===== src/rtl/trigger_chain_wb_initiator.sv =====
// Wishbone classic initiator for the trigger chain's biquad and AGC register targets.
// One command in, one bus cycle (with retries/timeout), one response out.
module trigger_chain_wb_initiator #(
    parameter int TIMEOUT   = 255,
    parameter int MAX_RETRY = 3
) (
    input  logic        wb_clk_i,
    input  logic        wb_rst_i,

    input  logic        cmd_valid_i,
    output logic        cmd_ready_o,
    input  logic        cmd_tgt_i,
    input  logic        cmd_we_i,
    input  logic [7:0]  cmd_adr_i,
    input  logic [31:0] cmd_dat_i,

    output logic        rsp_valid_o,
    input  logic        rsp_ready_i,
    output logic [31:0] rsp_dat_o,
    output logic        rsp_err_o,
    output logic        rsp_timeout_o,
    output logic        busy_o,

    output logic        wb_bq_cyc_o,
    output logic        wb_bq_stb_o,
    output logic        wb_bq_we_o,
    output logic [7:0]  wb_bq_adr_o,
    output logic [31:0] wb_bq_dat_o,
    output logic [3:0]  wb_bq_sel_o,
    input  logic [31:0] wb_bq_dat_i,
    input  logic        wb_bq_ack_i,
    input  logic        wb_bq_err_i,
    input  logic        wb_bq_rty_i,

    output logic        wb_agc_cyc_o,
    output logic        wb_agc_stb_o,
    output logic        wb_agc_we_o,
    output logic [7:0]  wb_agc_adr_o,
    output logic [31:0] wb_agc_dat_o,
    output logic [3:0]  wb_agc_sel_o,
    input  logic [31:0] wb_agc_dat_i,
    input  logic        wb_agc_ack_i,
    input  logic        wb_agc_err_i,
    input  logic        wb_agc_rty_i
);

    localparam int TW = (TIMEOUT < 2) ? 1 : $clog2(TIMEOUT + 1);
    localparam int RW = (MAX_RETRY < 1) ? 1 : $clog2(MAX_RETRY + 1);
    localparam logic [TW-1:0] T_LAST = (TIMEOUT == 0) ? '0 : TW'(TIMEOUT - 1);
    localparam logic [RW-1:0] R_MAX  = RW'(MAX_RETRY);

    typedef enum logic [1:0] {
        IDLE,
        BUS,
        GAP,
        RESP
    } state_t;

    state_t         state;
    logic           cmd_ready_q;
    logic           busy_q;
    logic           bus_act;
    logic           tgt_q;
    logic           we_q;
    logic [7:0]     adr_q;
    logic [31:0]    dat_q;
    logic [TW-1:0]  tmo_cnt;
    logic [RW-1:0]  rty_cnt;
    logic           rsp_valid_q;
    logic [31:0]    rsp_dat_q;
    logic           rsp_err_q;
    logic           rsp_to_q;

    logic           sel_ack;
    logic           sel_err;
    logic           sel_rty;
    logic [31:0]    sel_dat;
    logic           bq_on;
    logic           agc_on;

    // Only the latched target's termination lines are looked at.
    assign sel_ack = tgt_q ? wb_agc_ack_i : wb_bq_ack_i;
    assign sel_err = tgt_q ? wb_agc_err_i : wb_bq_err_i;
    assign sel_rty = tgt_q ? wb_agc_rty_i : wb_bq_rty_i;
    assign sel_dat = tgt_q ? wb_agc_dat_i : wb_bq_dat_i;

    always_ff @(posedge wb_clk_i or posedge wb_rst_i) begin
        if (wb_rst_i) begin
            state       <= IDLE;
            cmd_ready_q <= 1'b0;
            busy_q      <= 1'b0;
            bus_act     <= 1'b0;
            tgt_q       <= 1'b0;
            we_q        <= 1'b0;
            adr_q       <= '0;
            dat_q       <= '0;
            tmo_cnt     <= '0;
            rty_cnt     <= '0;
            rsp_valid_q <= 1'b0;
            rsp_dat_q   <= '0;
            rsp_err_q   <= 1'b0;
            rsp_to_q    <= 1'b0;
        end else begin
            case (state)
                IDLE: begin
                    cmd_ready_q <= 1'b1;
                    if (cmd_valid_i && cmd_ready_q) begin
                        tgt_q       <= cmd_tgt_i;
                        we_q        <= cmd_we_i;
                        adr_q       <= cmd_adr_i;
                        dat_q       <= cmd_dat_i;
                        cmd_ready_q <= 1'b0;
                        busy_q      <= 1'b1;
                        bus_act     <= 1'b1;
                        tmo_cnt     <= '0;
                        rty_cnt     <= '0;
                        state       <= BUS;
                    end
                end

                // Termination priority is ack > err > rty; any termination beats the timeout.
                BUS: begin
                    if (sel_ack) begin
                        bus_act     <= 1'b0;
                        rsp_valid_q <= 1'b1;
                        rsp_dat_q   <= we_q ? 32'h0 : sel_dat;
                        rsp_err_q   <= 1'b0;
                        rsp_to_q    <= 1'b0;
                        state       <= RESP;
                    end else if (sel_err) begin
                        bus_act     <= 1'b0;
                        rsp_valid_q <= 1'b1;
                        rsp_dat_q   <= 32'h0;
                        rsp_err_q   <= 1'b1;
                        rsp_to_q    <= 1'b0;
                        state       <= RESP;
                    end else if (sel_rty) begin
                        bus_act <= 1'b0;
                        if (rty_cnt < R_MAX) begin
                            state <= GAP;
                        end else begin
                            rsp_valid_q <= 1'b1;
                            rsp_dat_q   <= 32'h0;
                            rsp_err_q   <= 1'b1;
                            rsp_to_q    <= 1'b0;
                            state       <= RESP;
                        end
                    end else if ((TIMEOUT != 0) && (tmo_cnt == T_LAST)) begin
                        bus_act     <= 1'b0;
                        rsp_valid_q <= 1'b1;
                        rsp_dat_q   <= 32'h0;
                        rsp_err_q   <= 1'b0;
                        rsp_to_q    <= 1'b1;
                        state       <= RESP;
                    end else if (TIMEOUT != 0) begin
                        tmo_cnt <= tmo_cnt + 1'b1;
                    end
                end

                GAP: begin
                    rty_cnt <= rty_cnt + 1'b1;
                    tmo_cnt <= '0;
                    bus_act <= 1'b1;
                    state   <= BUS;
                end

                RESP: begin
                    if (rsp_ready_i) begin
                        rsp_valid_q <= 1'b0;
                        rsp_dat_q   <= 32'h0;
                        rsp_err_q   <= 1'b0;
                        rsp_to_q    <= 1'b0;
                        busy_q      <= 1'b0;
                        cmd_ready_q <= 1'b1;
                        state       <= IDLE;
                    end
                end

                default: begin
                    state <= IDLE;
                end
            endcase
        end
    end

    // Bus outputs are gated by the target select so the idle target always sees zeros.
    assign bq_on  = bus_act & ~tgt_q;
    assign agc_on = bus_act &  tgt_q;

    assign wb_bq_cyc_o  = bq_on;
    assign wb_bq_stb_o  = bq_on;
    assign wb_bq_we_o   = bq_on & we_q;
    assign wb_bq_adr_o  = bq_on ? adr_q : 8'h00;
    assign wb_bq_dat_o  = bq_on ? dat_q : 32'h0;
    assign wb_bq_sel_o  = bq_on ? 4'hF : 4'h0;

    assign wb_agc_cyc_o = agc_on;
    assign wb_agc_stb_o = agc_on;
    assign wb_agc_we_o  = agc_on & we_q;
    assign wb_agc_adr_o = agc_on ? adr_q : 8'h00;
    assign wb_agc_dat_o = agc_on ? dat_q : 32'h0;
    assign wb_agc_sel_o = agc_on ? 4'hF : 4'h0;

    assign cmd_ready_o   = cmd_ready_q;
    assign busy_o        = busy_q;
    assign rsp_valid_o   = rsp_valid_q;
    assign rsp_dat_o     = rsp_dat_q;
    assign rsp_err_o     = rsp_err_q;
    assign rsp_timeout_o = rsp_to_q;

endmodule


===== config.mk =====
export PLATFORM = sky130hd
export DESIGN_NAME = trigger_chain_wb_initiator
export DESIGN_NICKNAME = d
export VERILOG_FILES = /design/src/rtl/trigger_chain_wb_initiator.sv
export SDC_FILE = /design/constraint.sdc
export NUM_CORES = 1
export LEC_CHECK = 0
export ABC_AREA = 1
export CAP_MARGIN = 20
export CORE_MARGIN = 4
export CORE_UTILIZATION = 40
export DETAILED_ROUTE_END_ITERATION = 16
export GPL_TIMING_DRIVEN = 0
export PLACE_DENSITY = 0.81
export SYNTH_ARGS = -nofsm -noshare
export SYNTH_HDL_FRONTEND = slang
export SYNTH_SLANG_ARGS = --single-unit

===== constraint.sdc =====
create_clock -name wb_clk_i -period 3.6 [get_ports wb_clk_i]
set_input_delay 0.9 -clock wb_clk_i [delete_from_list [all_inputs] [get_ports wb_clk_i]]
set_output_delay 0.9 -clock wb_clk_i [all_outputs]
set_load 0.05 [all_outputs]

### Word level (Yosys, flattened, before mapping)

Cells that the tools add are included.

* $add $sub $neg: 2
* multiply operators: 0
* div/mod/pow operators: 0
* order comparisons: 1
* equality and inequality tests: 12
* shift operators: 0
* mux-type cells: 60
* bitwise logic cells: 5
* reduce and logical (&&, ||, !) cells: 14

Operator list (count)
* $mux W32: 10
* $pmux W32 S2: 1
* $mux W8: 7
* $mux W1: 24
* $pmux W8 S3: 1
* $mux W2: 7
* $ne A2 B2 Y1 const B: 6
* $ne A5 B5 Y1 const B: 2
* $pmux W1 S2: 5
* $reduce_and A3 Y1: 3
* $add A8 B1 Y8 const B: 1
* $eq A8 B8 Y1 const B: 1
* $mux W4: 2
* $pmux W2 S4: 1
* $reduce_and A2 Y1: 3
* $reduce_and A6 Y1: 1
* $reduce_bool A2 Y1: 3
* $and A1 B1 Y1: 4
* $eq A2 B2 Y1 const B: 2
* $pmux W2 S2: 1
* $reduce_and A4 Y1: 1
* $pmux W1 S3: 1
* $reduce_bool A3 Y1: 1
* $add A2 B1 Y2 const B: 1
* other kinds (5): 5

* register bits after elaboration: 92
* latch bits: 0
* memory bits (writable): 0
* ROM bits: 0
* output and inout bits: 131
* logic and storage cells: 108
* memories kept: 0

### Logic depth before layout (Yosys ltp)

* word-level depth: 6
* depth in mapped cells: 11

### Worst setup path after synthesis

OpenSTA, ideal clock, no wires.

* path type: register to output
* start point: register tgt_q
* end point: output wb_bq_adr_o[0]
* arrival: 2.515 ns
* data required time: 2.700 ns
* slack: 0.185 ns
* cell stages (with the launch flop): 6
* path through: dfrtp_1 -> buf_4 -> nor2_1 -> inv_1 -> clkbuf_1 -> nor2_1

* word-level cells in the longest chain between the ends: 3

RTL lines
* start, declared: RTL line 63 `logic tgt_q;`
* start signal, assigned: RTL line 108 `tgt_q <= cmd_tgt_i;`
* $not A1 Y1: RTL line 187 `assign bq_on = bus_act & ~tgt_q;`
* $and A1 B1 Y1: RTL line 187
* named net wb_bq_cyc_o: RTL line 24 `output logic wb_bq_cyc_o,`
* $mux W8: RTL line 193 `assign wb_bq_adr_o = bq_on ? adr_q : 8'h00;`
* end, declared: RTL line 27 `output logic [7:0] wb_bq_adr_o,`

The timed path passes the listed nets, and every way through them passes these cells.

### Worst setup path after layout

* start point: register tgt_q
* end point: output wb_agc_sel_o[3]

* word-level cells in the longest chain between the ends: 2

RTL lines
* $and A1 B1 Y1: RTL line 188 `assign agc_on = bus_act & tgt_q;`
* $mux W4: RTL line 202 `assign wb_agc_sel_o = agc_on ? 4'hF : 4'h0;`
* end, declared: RTL line 40 `output logic [3:0] wb_agc_sel_o,`

Every way passes these cells.

==> results.py <==
metrics = {
    "setup_path": {
        "arrival_ns": 2.45,
        "worstPathMaxFanout": 10,
        "critPathCaptureType": "primary output",
        "cpLargestDelayFamily": "buffers and inverters",
        "r2r_slack_ns": 1.84,
        "cpMostUsedCell": "buf_4",
        "cp.buffers_inverters": 5,
        "crit_chain": "buf_4 -> nand2_1 -> clkbuf_2 -> inv_1 -> buf_4 -> clkdlybuf4s50_1",
        "cpPeakStageDelay_ns": 0.78,
        "critPathSlowestCell": "clkdlybuf4s50_1",
        "cp-start-kind": "flip-flop",
        "worstSetupPathType": "flip-flop to primary output",
        "required_ns": 2.70,
    },
    "sta": {
        "hold_viol": 0,
        "tightest_slew_ns": 0.574,
        "fin_crit_sh_pct": 93.2,
        "rsz0062_at_grt": "false",
        "finalSetupViolCount": 0,
        "fin_crit_ns": 3.35,
        "skew_ns": 0.00630,
        "fmax_mhz": 298,
        "slew_headroom_pct": 61.6,
        "maxSlewViolCount": 0,
        "hold_ws_ns": 0.472,
        "finalSetupTns_ns": 0,
    },
    "clocking": {
        "htreeDepth": 3,
        "clock-sinks": 92,
        "cts_buffers": 9,
        "clk_path_buf_depth": 2,
        "insertion_delay_ns": 0.33,
        "cts_setup_buffers": 0,
        "holdBufCountCts": 0,
        "cts_root_buf": "clkbuf_16",
        "clk_pin_slew_ns": 0.06,
        "cts_tree": "done",
    },
    "global_route": {
        "grt_max_degree": 70,
        "grtUsageTotal_pct": 23.1,
        "antenna_found_initial": 0,
        "grt_pass1_vias": 5106,
        "grt_overflow": 0,
        "grt_pass1_wl_um": 26000,
    },
    "layout": {
        "final_cell_area_um2": 7850,
        "area_delta_synth_final_pct": 61.5,
        "seq_area_um2": 2300,
        "drive_above_1_share_pct": 7.03,
        "fin_nets": 1038,
        "finish.utilization_pct": 65.6,
        "diodes": 0,
        "multi_input_area_um2": 2070,
        "n_fill_cell": 1039,
    },
    "detailed_routing": {
        "antenna_left": 0,
        "drt_pass1_iterations": 4,
        "via_per_inst": 4.93,
        "drc": 0,
        "vias": 5280,
        "wl_um": 16800,
        "drt_iter0_drc": 359,
        "wl_per_cell_um": 15.7,
    },
    "synthesis": {
        "synthFlopType": "dfrtp_1",
        "syn_inst": 661,
        "synthTopCellsByCount": "171 x nand2_1, 132 x nor2_1, 92 x dfrtp_1",
        "synth_nets": 780,
        "yosys-top-cells-area": "dfrtp_1 47%, nand2_1 13%, nor2_1 10%",
        "synth_edf_count": 0,
        "syn_avg_cell_area_um2": 7.36,
        "yosysWarnings": 0,
        "yosysSeqAreaShare_pct": 47.3,
        "synth_top_area_cell": "dfrtp_1",
        "ys_types": 28,
        "synth.top_cell.area_share_pct": 47.3,
        "synth_most_common_cell": "nand2_1",
        "syn_area_um2": 4860,
        "synthArstFlopShare_pct": 100,
        "synth_seq_cells": 92,
    },
    "floorplanning": {
        "placementRows": 40,
        "initial_core_util_pct": 40.6,
        "ios": 247,
        "die_h_um": 118,
        "core_region_area_um2": 12000,
        "fp.dieW_um": 118,
        "die-area_um2": 14000,
    },
    "placement": {
        "hpwl_um": 13000,
        "placed_cell_area_um2": 7540,
        "port_buffers": 246,
        "place.gp.congestion": 0.859,
    },
    "hold_path": {
        "hold_class": "flip-flop to flip-flop",
    },
    "run_status": {
        "outcome": "complete, no violations",
    },
    "power": {
        "switching_share_pct": 55.2,
        "power_leakage_uw": 0.00415,
        "pwr-share-comb_pct": 68.5,
        "power.switching_uw": 4440,
        "internal_power_uw": 3600,
        "powerDensity_nw_per_um2": 1020,
        "ir_worst_vdd_mv": 0.308,
        "seqPwrFrac_pct": 20.0,
        "clkPwrFrac_pct": 11.5,
    },
    "job": {
        "maxCapViolations": 0,
    },
}
-- state kept, by name, indices dropped and copies added (netlist names), 2 cells and up --
| register | cells |
|---|---|
| dat_q | 32 |
| adr_q | 8 |
| tmo_cnt | 8 |
| rsp_dat_o | 32 |
| rty_cnt | 2 |
| state | 2 |
-- timing repair --
item                       CTS  global route
hold endpoints to repair     0             0
setup endpoints to repair   40            24
resized for setup           22            21
-- power groups by stage --
stage,registers (µW),logic [µW],clock network (µW)
4_1_cts,1610,5550,943
3_5_place_dp,1620,5590,0
6_report,1610,5510,926
3_3_place_gp,1600,5530,0
5_1_grt,1650,5840,984
2_1_floorplan,2120,3210,0
-- worst reg2reg max path: stages, from the launching register on --
cell      delay [ns]
dfrtp_1         0.40
inv_2           0.16
nand2_1         0.11
nand2_2         0.10
nand3_1         0.21
clkbuf_1        0.31
a21oi_1         0.22
nand4_1         0.11
nand2_1         0.08
-- per-stage QoR --
step	cells	power [µW]	setup slack [ns]
after floorplan	661	5330	0.185
after global placement	1054	7130	-1.19
after detailed placement	1055	7200	0.154
after CTS	1071	8100	0.00115
after global routing	1071	8470	0.0834
final	1071	8050	0.245
-- logic make-up after synthesis --
logic type	Yosys count	synth area share, %
compound gates	94	10.0
fa+ha+maj	3	0.772
buf+inv	108	10.1
simple gates	364	31.7
flops	92	47.3
-- final cells by class --
class	instances	area share, %
sequential	92	29.3
buffer	52	3.62
inverter	56	2.71
clock inverter	4	0.638
clock buffer	12	3.01
timing repair buffer	247	32.0
tap	147	2.34
multi-input combinational	461	26.4
-- placed cells by master (no fill, tap or decap), types with 2 or more instances in the layout --
cell type | Yosys | routed
nand2_1 | 171 | 171
nand4_1 | 37 | 37
o21ai_1 | 8 | 8
buf_4 | 16 | 16
clkbuf_16 | 0 | 9
dlygate4sd2_1 | 0 | 21
nand2_2 | 6 | 6
nand3b_1 | 2 | 2
clkbuf_1 | 16 | 18
nor2_4 | 2 | 2
a31oi_1 | 2 | 2
clkinvlp_4 | 0 | 2
inv_1 | 55 | 54
clkdlybuf4s50_1 | 0 | 206
o21ai_0 | 3 | 3
nor2_1 | 132 | 131
buf_2 | 16 | 16
buf_1 | 3 | 3
dfrtp_1 | 92 | 92
ha_1 | 3 | 3
dlymetal6s2s_1 | 0 | 19
nand3_1 | 9 | 9
or2_2 | 2 | 2
a21oi_1 | 77 | 77
-- final timing paths --
path,start,to,depth (start not counted)
setup / recovery,tgt_q$_DFFE_PP0P_,wb_agc_sel_o[3],6
hold / removal,rsp_dat_o[23]$_DFFE_PP0P_,rsp_dat_o[23]$_DFFE_PP0P_,2
setup reg to reg,tgt_q$_DFFE_PP0P_,rsp_dat_o[14]$_DFFE_PP0P_,8
hold reg to reg,rsp_dat_o[23]$_DFFE_PP0P_,rsp_dat_o[23]$_DFFE_PP0P_,2
max in group asynchronous,wb_rst_i,rsp_dat_o[14]$_DFFE_PP0P_,3
min in group asynchronous,wb_rst_i,rsp_dat_o[1]$_DFFE_PP0P_,2
-- per-layer routing --
metal	global-route usage, %	up-vias	share of wire [%]
met5	0	-	0
met4	5.35	0	1.2
met3	8.47	14	9.9
met2	40.6	232	49
met1	26.9	2431	40
li1	-	2603	-
Power figures use the tool's default switching activity.
